## src/rtl/exe_branch_resolve.sv

```systemverilog
// Branch resolution stage after the ALU: resolves branches against the front-end prediction,
// pulses a redirect on mispredict, and hands results to MEM/WB through a 2-entry skid FIFO.
package exe_branch_resolve_pkg;
  typedef enum logic [4:0] {
    ADD_I, SUB_I, AND_I, OR_I, XOR_I, SLL_I, SRL_I, SRA_I, SLT_I, SLTU_I,
    LUI_I, AUIPC_I, JAL_I, JALR_I, LW_I, SW_I,
    BEQ_I, BNE_I, BLT_I, BGE_I, BLTU_I, BGEU_I
  } instr_opcode;
endpackage

module exe_branch_resolve
  import exe_branch_resolve_pkg::*;
#(
  parameter int XLEN  = 32,
  parameter int RD_W  = 5,
  parameter int CNT_W = 16
) (
  input  logic             clk,
  input  logic             rst,
  input  logic             in_valid,
  output logic             in_ready,
  input  instr_opcode      in_opcode,
  input  logic [XLEN-1:0]  in_aluout,
  input  logic             in_br_cond,
  input  logic [XLEN-1:0]  in_pc,
  input  logic [RD_W-1:0]  in_rd,
  input  logic             in_pred_taken,
  input  logic [XLEN-1:0]  in_pred_target,
  output logic             out_valid,
  input  logic             out_ready,
  output logic [XLEN-1:0]  out_result,
  output logic [RD_W-1:0]  out_rd,
  output logic             out_wb_en,
  output logic             redirect_valid,
  output logic [XLEN-1:0]  redirect_pc,
  output logic [CNT_W-1:0] br_count,
  output logic [CNT_W-1:0] mispred_count
);

  typedef struct packed {
    logic [XLEN-1:0] result;
    logic [RD_W-1:0] rd;
    logic            wb_en;
  } entry_t;

  entry_t          head_q, tail_q, new_entry;
  logic [1:0]      count_q;
  logic            is_branch, taken, mispredict, push, pop, redirect_now;
  logic [XLEN-1:0] pc_plus4, actual_pc;

  always_comb begin
    is_branch  = in_opcode inside {BEQ_I, BNE_I, BLT_I, BGE_I, BLTU_I, BGEU_I};
    taken      = in_br_cond;
    pc_plus4   = in_pc + XLEN'(4);
    actual_pc  = taken ? in_aluout : pc_plus4;
    mispredict = (taken != in_pred_taken) || (taken && (in_pred_target != in_aluout));
    new_entry.result = is_branch ? pc_plus4 : in_aluout;
    new_entry.rd     = in_rd;
    new_entry.wb_en  = !is_branch && (in_rd != '0);
  end

  // in_ready depends only on state, never on out_ready
  assign in_ready     = (count_q != 2'd2) && !redirect_valid;
  assign push         = in_valid && in_ready;
  assign out_valid    = (count_q != 2'd0);
  assign pop          = out_valid && out_ready;
  assign redirect_now = push && is_branch && mispredict;

  assign out_result = head_q.result;
  assign out_rd     = head_q.rd;
  assign out_wb_en  = head_q.wb_en;

  always_ff @(posedge clk or posedge rst) begin
    if (rst) begin
      count_q        <= '0;
      head_q         <= '0;
      tail_q         <= '0;
      redirect_valid <= 1'b0;
      redirect_pc    <= '0;
      br_count       <= '0;
      mispred_count  <= '0;
    end else begin
      redirect_valid <= redirect_now;
      if (redirect_now) redirect_pc <= actual_pc;

      if (push && is_branch) begin
        if (br_count != '1) br_count <= br_count + CNT_W'(1);
        if (mispredict && (mispred_count != '1)) mispred_count <= mispred_count + CNT_W'(1);
      end

      // push+pop only occurs with one entry held: the new entry replaces the head
      case ({push, pop})
        2'b10: begin
          if (count_q == 2'd0) head_q <= new_entry;
          else                 tail_q <= new_entry;
          count_q <= count_q + 2'd1;
        end
        2'b01: begin
          head_q  <= tail_q;
          count_q <= count_q - 2'd1;
        end
        2'b11: head_q <= new_entry;
        default: ;
      endcase
    end
  end

endmodule

```

## config.mk

```make
export PLATFORM = sky130hd
export DESIGN_NAME = exe_branch_resolve
export DESIGN_NICKNAME = d
export VERILOG_FILES = /design/src/rtl/exe_branch_resolve.sv
export SDC_FILE = /design/constraint.sdc
export NUM_CORES = 1
export LEC_CHECK = 0
export ABC_AREA = 1
export CAP_MARGIN = 30
export CORE_ASPECT_RATIO = 0.75
export CORE_MARGIN = 2
export CORE_UTILIZATION = 30
export DETAILED_ROUTE_END_ITERATION = 12
export RECOVER_POWER = 50
export SYNTH_ARGS = -nofsm -noshare
export SYNTH_HDL_FRONTEND = slang
export SYNTH_SLANG_ARGS = --single-unit
```

## constraint.sdc

```tcl
create_clock -name clk -period 7.35 [get_ports clk]
set_clock_uncertainty 0.15 [all_clocks]
set_input_delay 1.47 -clock clk [delete_from_list [all_inputs] [get_ports clk]]
set_output_delay 1.47 -clock clk [all_outputs]
set_load 0.005 [all_outputs]
```

After elaboration in Yosys (flattened, before gate mapping) --
Cells that the tools add are included.
Storage, ports and cells: output and inout bits 105, register bits after elaboration 143
Operators by class: bitwise operators 1, eq/ne operators 15, add/sub/neg operators 5, multiplexer cells 5, reductions and logical operators 21
Operators by type and width (count):
- $pmux 38 s3 | 1
- $mux 32 | 2
- $mux 38 | 1
- $add 16x1->16 const B | 2
- $add 32x3->32 const B | 1
- $ne 16x16->1 const B | 2
- $ne 32x32->1 | 1
- $eq 5x5->1 const B | 6
- $logic_and 1x1->1 | 8
- $reduce_and 2->1 | 4
- $reduce_bool 6->1 | 1
- $reduce_bool 5->1 | 1
- $eq 2x2->1 const B | 2
- $ne 2x2->1 const B | 2
- $pmux 2 s2 | 1
- $reduce_bool 2->1 | 2
- $reduce_bool 3->1 | 1
- $add 2x1->2 const B | 1
- $eq 2x1->1 const B | 1
- $logic_not 1->1 | 2
- $logic_not 2->1 | 1
- $sub 2x1->2 const B | 1
- $logic_or 1x1->1 | 1
- $ne 1x1->1 | 1
- $not 1->1 | 1

Depth between registers and ports, before layout --
Gate-level depths: netlist of run 1.
depth in word-level cells 6, gate-level depth with buffers 14, gate-level depth less buffers 13

Least setup slack after synthesis of run 1 --
OpenSTA, ideal clock, no wires.
path kind in2reg, start in in_pc[2], end reg tail_q[28] (netlist name), stages 10, path buffers 0, library setup time 0.132 ns, setup slack 4.460 ns, data required time 7.068 ns, arrival 2.608 ns, path through ha_1 > nand3_1 > nor2_2 > nand2_1 > nor2_4 > nand3_1 > nand3_1 > o21ai_0 > nand2_1 > o21ai_0
Between the ends: word-level cells in the longest chain between the ends 2
RTL lines:
- start, declared | RTL line 25 | input logic [XLEN-1:0] in_pc,
- $add 32x3->32 | RTL line 54 | pc_plus4 = in_pc + XLEN'(4);
- $mux 32 | RTL line 57 | new_entry.result = is_branch ? pc_plus4 : in_aluout;
- end signal, assigned | RTL line 95 | else tail_q <= new_entry;
- end, declared | RTL line 46 | entry_t head_q, tail_q, new_entry;
No other way between the ends. A chain may end at the register's enable or synchronous reset.

Final worst setup path of run 1 --
start in in_opcode[3], end reg head_q (netlist bit out_result[5])
Between the ends: word-level cells in the longest chain between the ends 5
RTL lines:
- start, declared | RTL line 22 | input instr_opcode in_opcode,
- $eq 5x5->1 | RTL line 52 | is_branch = in_opcode inside {BEQ_I, BNE_I, BLT_I, BGE_I, BLTU_I, BGEU_I};
- $reduce_bool 6->1 (*) | RTL line 52
- $mux 32 (*) | RTL line 57
- $mux 38 | RTL line 94 | if (count_q == 2'd0) head_q <= new_entry;
- $pmux 38 s3 (*) | RTL line 92 | case ({push, pop})
- end signal, assigned | RTL line 94
- end signal, assigned | RTL line 99 | head_q <= tail_q;
- end signal, assigned | RTL line 102 | 2'b11: head_q <= new_entry;
- end, declared | RTL line 46
Every way passes the cells marked *; elsewhere a longest branch is shown, timed or not. The select of a mux whose other input is x is not followed.

==> results of run 1 <==
path summary, 6_finish.rpt:
check	from	to	slack, ns
min in group asynchronous	rst	mispred_count[9]	1.28
worst min register to register	redirect_pc[9]	redirect_pc[9]	0.32
worst max-delay path	in_opcode[3]	out_result[5]	2.94
worst max register to register	count_q[0]	count_q[1]	4.31
max in group asynchronous	rst	br_count[4]	4.35
worst min-delay path	redirect_pc[9]	redirect_pc[9]	0.32
state kept, by name, summed over array words and instances, names as in the netlist:
signal and cells:
tail_q 38, out_wb_en 1, br_count 16, out_result 32
count_q 2, mispred_count 16, out_rd 5, redirect_valid 1
redirect_pc 32
cells in the final DEF, fill, tap and decap left out, drive strengths merged, types with 2 or more instances in the layout:
cell type      Yosys  routed
o21a               5       5
nand4             22      22
clkbuf            22      22
o21ai            104     104
nand2            457     457
inv              116     117
clkdlybuf4s50      0     138
buf               21       7
o21bai             2       2
nor3              17      17
clkinvlp           0       5
or2                5       5
dlygate4sd3        0      76
dfrtp            143     143
nand3             51      51
o211ai             5       5
nand3b             9       9
xnor2             27      27
o22ai              2       2
clkinv             3       7
nor2              99      99
xor2              27      27
a31oi              8       8
ha                 5       5
mux2i              9       9
a21oi             37      37
kinds of logic (layout without fill, tap and decap cells):
logic type / after synthesis / after routing / share of synthesized area
AO/OA/AOI/OAI: 165 / 165 / 0.1033
other: 0 / 1 / 0
flip-flops: 143 / 143 / 0.4173
adder cells (fa/ha/maj): 5 / 5 / 0.007295
buffers and inverters: 162 / 373 / 0.07966
AND/OR/NAND/NOR: 663 / 663 / 0.3268
multiplexers: 9 / 9 / 0.01051
XOR/XNOR: 54 / 54 / 0.05515
through the flow:
step	setup slack, ns	instance area [um^2]
2_1_floorplan	1.892	8576
3_3_place_gp	2.670	11020
3_5_place_dp	2.614	11040
4_1_cts	3.049	11610
5_1_grt	2.727	11610
6_report	2.936	11610
final cells by class:
class	instances	area share
diodes	1	0.0002155
clock buffers	21	0.04051
clock inverters	11	0.009050
inverters	119	0.03900
multi-input cells	896	0.3697
flip-flops and latches	143	0.3081
well taps	385	0.04148
repair buffers	222	0.1919
where the power goes:
part / switching (W) / leakage, nW / internal, W
sequential: 0.000211 / 1.78 / 0.00112
combinational: 0.000698 / 3.46 / 0.000631
clock: 0.000372 / 0.272 / 0.000495
worst max-delay path, delay by kind of cell:
family | cells | cell delay, ns
AND/OR/NAND/NOR | 2 | 0.13
buffers and inverters | 3 | 1.84
AO/OA/AOI/OAI | 3 | 1.12
per-layer routing:
metal | vias up | global-route usage
li1 | 4207 | -
met1 | 3935 | 0.3038
met2 | 275 | 0.3214
met3 | 30 | 0.04727
met4 | 0 | 0.06381
met5 | - | 0
==> results.sh, run 1 <==
export IMPL_status="finished with violations"
export IMPL_violations="max-capacitance violations, max-slew violations"
export IMPL_slowest_stage="clkinv_1"
export IMPL_die_height_um=150.4
export IMPL_yosysTopAreaCell="dfrtp_1"
export IMPL_dp_hpwl_um=23450
export IMPL_hold_viol_final=0
export IMPL_port_buffers=215
export IMPL_synth_area_um2=8576
export IMPL_die_w_um=199.2
export IMPL_path_clk_slew_ns=0.06
export IMPL_worstSetupEndpointType="register"
export IMPL_powerDensity_nw_per_um2=303.5
export IMPL_finalWirelength_um=31060
export IMPL_startpoint_type="input port"
export IMPL_cts_tree="yes"
export IMPL_ir_drop_v=0.0001599
export IMPL_yosys_warnings=0
export IMPL_drive_gt1_frac=0.04320
export IMPL_via_per_inst=4.698
export IMPL_grt_overflow=0
export IMPL_num_vias=8447
export IMPL_wl_met2_um=13570
export IMPL_wl_met3_um=2157
export IMPL_clock_path_buffers=2
export IMPL_core_area_um2=28050
export IMPL_multi_input_area_um2=4294
export IMPL_grt_max_degree=91
export IMPL_m1WireLength_um=14750
export IMPL_drv_cap=1
export IMPL_finish_utilization=0.4140
export IMPL_synthMostInstantiatedCell="nand2_1"
export IMPL_final_cells=1798
export IMPL_dieArea_um2=29970
export IMPL_rows=53
export IMPL_synthTopCellsByArea="dfrtp_1, nand2_1, o21ai_0"
export IMPL_dpl_cell_count=1764
export IMPL_grt_pass1_vias=8016
export IMPL_synth_async_reset_ratio=1.000
export IMPL_setup_viol=0
export IMPL_grt_pass1_wl_um=47310
export IMPL_worstRegToRegCells=8
export IMPL_fmax_mhz=226.6
export IMPL_critical_path_most_common_cell="o21ai_0"
export IMPL_maxSlewHeadroom=-0.2726
export IMPL_cpPeakStageDelay_ns=0.91
export IMPL_final_antenna_net_count=0
export IMPL_dr_pass1_iters=5
export IMPL_clock_latency_ns=0.43
export IMPL_grtUsageTotal=0.2131
export IMPL_drtIter0Drc=576
export IMPL_p_leak_nw=5.506
export IMPL_antenna_found_initial=1
export IMPL_min_path_cells=2
export IMPL_final_max_slew_viol_count=39
export IMPL_ys_seq_area_frac=0.4173
export IMPL_worst_endpoint_arrival_ns=4.58
export IMPL_syn_num_nets=1318
export IMPL_cts_repair_resized=0
export IMPL_cp_max_fo=37
export IMPL_cts_sinks=143
export IMPL_synth_cell_type_count=47
export IMPL_period_minus_slack_ns=4.414
export IMPL_hold_worst_slack_ns=0.3210
export IMPL_nNetsFinal=1516
export IMPL_wl_per_cell_um=17.28
export IMPL_place_gp_congestion=0.9422
export IMPL_synth_edf_count=0
export IMPL_post_route_period_util=0.6005
export IMPL_hold_path_class="register to register"
export IMPL_seqCellArea_um2=3578
export IMPL_avgSynthCellArea_um2=7.140
export IMPL_io_pins=217
export IMPL_fill_cells=2916
export IMPL_worstPathRequired_ns=7.51
export IMPL_cts_buffers=17
export IMPL_synthCells=1201
export IMPL_worst_pin_slew_ns=1.909
export IMPL_cts_htree_levels=4
export IMPL_rsz0062_at_grt="no"
export IMPL_crit_type="input port to register"
export IMPL_crit_chain="clkdlybuf4s50_1 > nor2_1 > nand2_1 > buf_4 > clkinv_1 > o21ai_0 > o21ai_0 > o21a_1"
export IMPL_postCtsHoldBufs=0
export IMPL_area_growth_pct=35.42
export IMPL_ys_ff_latch=143
export IMPL_synthTopCellsByCount="nand2_1, dfrtp_1, inv_1"
export IMPL_cts_root_buf="clkbuf_16"
export IMPL_yosys_area_top_type_share=0.4173
export IMPL_dr_max_layer_used="met4"
export IMPL_drc=0
export IMPL_postCtsSetupBuffers=0
export IMPL_p_total_w=0.003525
export IMPL_start_util=0.3057
export IMPL_synthFlopType="dfrtp_1"
export IMPL_setup_tns_final_ns=0
Note: power is estimated with default switching activity, not from simulation.
==> run 2, diff against run 1 <==
==> constraint.sdc (replaced) <==
create_clock -name clk -period 4.2 [get_ports clk]
set_clock_uncertainty 0.15 [all_clocks]
set_input_delay 0.84 -clock clk [delete_from_list [all_inputs] [get_ports clk]]
set_output_delay 0.84 -clock clk [all_outputs]
set_load 0.005 [all_outputs]
==> results.sh, run 2 (synthesis gave the netlist of run 1 again) <==
export IMPL_cts_repair_resized=0
export IMPL_die_height_um=150.4
export IMPL_p_leak_nw=5.485
export IMPL_antennaDiodeCount=0
export IMPL_setup_tns_final_ns=0
export IMPL_dpl_cell_count=1770
export IMPL_violations="max-capacitance violations, max-slew violations"
export IMPL_design_area_um2=11610
export IMPL_drtIter0Drc=420
export IMPL_top_register="tail_q"
export IMPL_grt_overflow=0
export IMPL_area_growth_pct=35.35
export IMPL_m1WireLength_um=14460
export IMPL_hold_worst_slack_ns=0.3253
export IMPL_postCtsSetupBuffers=0
export IMPL_path_clk_slew_ns=0.07
export IMPL_final_common_cell="nand2_1"
export IMPL_crit_chain="dlygate4sd3_1 > nand2_1 > ha_1 > clkbuf_1 > o21ai_0 > xnor2_1"
export IMPL_cts_sinks=143
export IMPL_startpoint_type="input port"
export IMPL_rows=53
export IMPL_largest_register_ffs=38
export IMPL_fmax_mhz=293.4
export IMPL_dr_max_layer_used="met4"
export IMPL_io_pins=217
export IMPL_critPathTopFamily="buffers and inverters"
export IMPL_powerDensity_nw_per_um2=532.9
export IMPL_hold_viol_final=0
export IMPL_dp_hpwl_um=23590
export IMPL_die_w_um=199.2
export IMPL_port_buffers=215
export IMPL_cts_root_buf="clkbuf_16"
export IMPL_dieArea_um2=29970
export IMPL_finalWirelength_um=30340
export IMPL_grt_pass1_wl_um=46860
export IMPL_postPlaceCellArea_um2=11090
export IMPL_post_route_period_util=0.8114
export IMPL_cts_buffers=17
export IMPL_final_cells=1802
export IMPL_drv_cap=1
export IMPL_via_per_inst=4.688
export IMPL_period_minus_slack_ns=3.408
export IMPL_place_gp_congestion=0.9570
export IMPL_final_max_slew_viol_count=39
export IMPL_setup_viol=0
export IMPL_final_antenna_net_count=0
export IMPL_clock_path_buffers=2
export IMPL_drc=0
export IMPL_crit_buf_inv=2
export IMPL_ir_drop_v=0.0002926
export IMPL_worst_pin_slew_ns=1.838
export IMPL_worstSetupEndpointType="register"
export IMPL_wl_met2_um=13200
export IMPL_worstPathRequired_ns=4.35
export IMPL_cts_tree="yes"
export IMPL_dr_pass1_iters=5
export IMPL_antenna_found_initial=0
export IMPL_grt_max_degree=53
export IMPL_grtUsageTotal=0.2094
export IMPL_hold_path_class="register to register"
export IMPL_cpPeakStageDelay_ns=1.32
export IMPL_status="finished with violations"
export IMPL_start_util=0.3057
export IMPL_wl_per_cell_um=16.84
export IMPL_rsz0062_at_grt="no"
export IMPL_maxSlewHeadroom=-0.2251
export IMPL_postCtsHoldBufs=0
export IMPL_layout_common_cells="nand2_1, clkdlybuf4s50_1, dfrtp_1, inv_1, nor2_1"
export IMPL_nNetsFinal=1521
export IMPL_wl_met3_um=2127
export IMPL_crit_type="input port to register"
export IMPL_grt_pass1_vias=8062
export IMPL_worst_endpoint_arrival_ns=3.56
export IMPL_slowest_stage="clkbuf_1"
export IMPL_cts_htree_levels=4
export IMPL_core_area_um2=28050
export IMPL_drive_gt1_frac=0.04869
export IMPL_cp_max_fo=38
export IMPL_num_vias=8448
export IMPL_clock_latency_ns=0.43
## run 2: worst paths after layout
path | endpoint | from | depth (start not counted) | slack, ns
setup / recovery | count_q[1] | in_valid | 6 | 0.79
hold / removal | out_result[13] | out_result[13] | 2 | 0.33
setup reg to reg | count_q[1] | count_q[0] | 7 | 1.18
hold reg to reg | out_result[13] | out_result[13] | 2 | 0.33
max in group asynchronous | out_result[2] | rst | 3 | 1.12
min in group asynchronous | br_count[4] | rst | 2 | 0.97
## run 2: worst reg2reg max path: cells and delay by family (launching register included)
| family | cells | cell delay [ns] |
|---|---|---|
| buffers and inverters | 2 | 1.41 |
| xor gates and xnor gates | 1 | 0.21 |
| and+or+nand+nor | 1 | 0.18 |
| AOI/OAI and AO/OA | 2 | 0.33 |
| adders and majority gates | 1 | 0.20 |
| DFF | 1 | 0.43 |
## run 2: layer usage
layer	vias up	GRT usage
met1	3921	0.2941
li1	4230	-
met5	-	0
met3	28	0.04906
met2	269	0.3233
met4	0	0.05410
## run 2: through the flow
step,util,total power (W),setup WS [ns]
CTS,0.4155,0.006350,1.225
detailed placement,0.3954,0.004819,0.7731
floorplan,-,0.003430,1.419
global route,0.4138,0.006653,0.6584
global placement,0.3954,0.004777,0.8482
finish,0.4138,0.006185,0.7921
## run 2: layout make-up
cell class | instances | area [um^2]
Tap cell | 385 | 481.7
Timing Repair Buffer | 227 | 2225
Clock inverter | 15 | 137.6
Multi-Input combinational cell | 896 | 4307
Clock buffer | 17 | 425.4
Fill cell | 2904 | 16440
Inverter | 119 | 452.9
Sequential cell | 143 | 3578
## run 2: power by group
part           internal, W  switching [W]  leakage, nW  total (W)
clock network     0.000791       0.000710        0.283    0.00150
registers          0.00195       0.000355         1.78    0.00231
logic              0.00116        0.00122         3.43    0.00238
total              0.00390        0.00229         5.48    0.00619
==> RTL edit, RTL diff (settings of run 1) <==
Set the parameter `CNT_W` to 32 (it was 16).
--- a/src/rtl/exe_branch_resolve.sv
+++ b/src/rtl/exe_branch_resolve.sv
@@ -13,7 +13,7 @@
 #(
   parameter int XLEN  = 32,
   parameter int RD_W  = 5,
-  parameter int CNT_W = 16
+  parameter int CNT_W = 32
 ) (
   input  logic             clk,
   input  logic             rst,
Ports: changed (resized br_count and mispred_count); port bits go from 217 to 249. The function was not compared with the original's and may differ.
==> RTL edit against run 1 <==
Critical path depth grew 1; fmax shrank 21%; wire length rose by 22%; sequential cell count rose by 32; sequential share of layout area is 0.17 points lower; combinational power grew 7%; power grew 12%; cell area rose by 23%; worst setup slack worse by 1.2 ns; the flow still finishes with violations (capacitance limit, slew limit); largest power group unchanged; area after synthesis grew 26%.
==> RTL edit: results (changes against run 1) <==
| Parameter | Value | Delta |
| --- | --- | --- |
| Cell leakage power | 6.71 nW | +22% |
| Timing startpoint of the critical path | in_valid |  |
| Post-synthesis area per instance | 6.83 µm² | -4.3% |
| Internal reg-to-reg setup slack | 2.77 ns | -1.54 ns |
| Maxcap violations | 3 | +2 |
| Post-synthesis sequential area ratio | 40.6% | -1.1 points |
| Worst slew margin | -85.8% | -59 points |
| Fraction of final layout cells sized beyond drive strength 1 | 3.81% | -0.51 points |
| Cells taking the most area after synthesis | sky130_fd_sc_hd__dfrtp_1 (41%), sky130_fd_sc_hd__nand2_1 (22%), sky130_fd_sc_hd__nor2_1 (5.5%) |  |
| Vias per std cell | 4.77 | +1.6% |
| Worst setup slack after placement | 2.25 ns | -0.369 ns |
| Final-stage net count | 1916 | +26% |
| Port-buffer cells | 247 | +15% |
| Reg2Reg Depth | 10 | +2 |
| Run status | complete, but fails checks |  |
| CP peak stage delay | 1.85 ns | +0.94 ns |
| Met2 routed WL | 16300 µm | +20% |
| Failing checks | capacitance limit, slew limit |  |
| Launch instance of the worst min-delay path | redirect_pc[31] |  |
| Placed instance area | 0.0137 mm² | +24% |
| End point of the critical path | tail_q[18] |  |
| Cell with the largest stage delay on the worst path | sky130_fd_sc_hd__clkbuf_1 |  |
| Routability congestion estimate | 0.931 | -1.2% |
| Total length of routed met3 wires | 2570 µm | +19% |
| Via count of the first global-routing pass | 10300 | +29% |
| Final HPWL from detailed placement | 29000 µm | +24% |
| Commonest cells in the synthesized netlist | sky130_fd_sc_hd__nand2_1 (639), sky130_fd_sc_hd__dfrtp_1 (175), sky130_fd_sc_hd__nor2_1 (157), sky130_fd_sc_hd__inv_1 (123), sky130_fd_sc_hd__o21ai_0 (111) |  |
| Maximum number of pins on one net before global-route repair | 99 | +8.8% |
| Setup slack after layout | 1.74 ns | -1.19 ns |
| CP max FO | 64 | +73% |
| Iteration-0 DRC count of the detailed router | 1006 | +75% |
| Capture endpoint of the worst hold path | redirect_pc[31] |  |
| Wire length the detailed router placed on met1 | 18400 µm | +25% |
| Count of pins over their slew limit | 146 | +270% |
| Iteration count of the initial detailed-routing pass | 7 | +2 |
| Maximum vdd ir drop | 0.131 mV | -18% |
| Number of distinct library cells after synthesis | 40 | -15% |
| Final hold slack | 0.321 ns | +0.0000660 ns |
==> RTL edit: cell types whose count changed in the layout (fill, tap and decap cells not counted), sizes merged, moves of 4 or more <==
cell and delta:
nor3 +19, a21oi -7, dfrtp +32, clkdlybuf4s50 +45
dlygate4sd3 -13, nor2 +65, inv +15, xor2 +14
nand3b +7, a21boi +5, nand4 +22, nand2 +186
o21ai +21, xnor2 -4
==> RTL edit: kinds of logic (layout without fill, tap and decap cells) <==
| family | after synthesis | count (layout) | share of synthesized area (%) |
|---|---|---|---|
| flip-flops | 175 | 175 | 40.6 |
| multiplexers | 12 | 12 | 1.11 |
| AO/OA/AOI/OAI | 175 | 175 | 8.54 |
| adder cells (fa/ha/maj) | 5 | 5 | 0.580 |
| AND/OR/NAND/NOR | 957 | 957 | 36.8 |
| XOR/XNOR | 64 | 64 | 5.20 |
| buffers and inverters | 190 | 424 | 7.10 |
| other | 0 | 1 | 0 |
==> RTL edit: layer usage <==
metal | vias up | GRT usage, %
met5 | - | 0
met4 | 0 | 5.37
met3 | 35 | 4.94
met2 | 338 | 30.3
met1 | 5044 | 29.3
li1 | 5455 | -
==> RTL edit: layout make-up <==
class                      count  area [µm²]
fill                        3723       21400
multi-input combinational   1213        5640
sequential                   175        4380
timing repair buffer         259        2570
tap                          465         582
inverter                     133         500
clock buffer                  20         457
clock inverter                12         159
antenna                        1        2.50
==> RTL edit: power by group <==
part           internal (mW)  leakage, nW  switching [mW]
Combinational          0.676         4.18           0.741
Clock                  0.557        0.297           0.414
Sequential              1.31         2.23           0.249
Total                   2.54         6.71            1.40
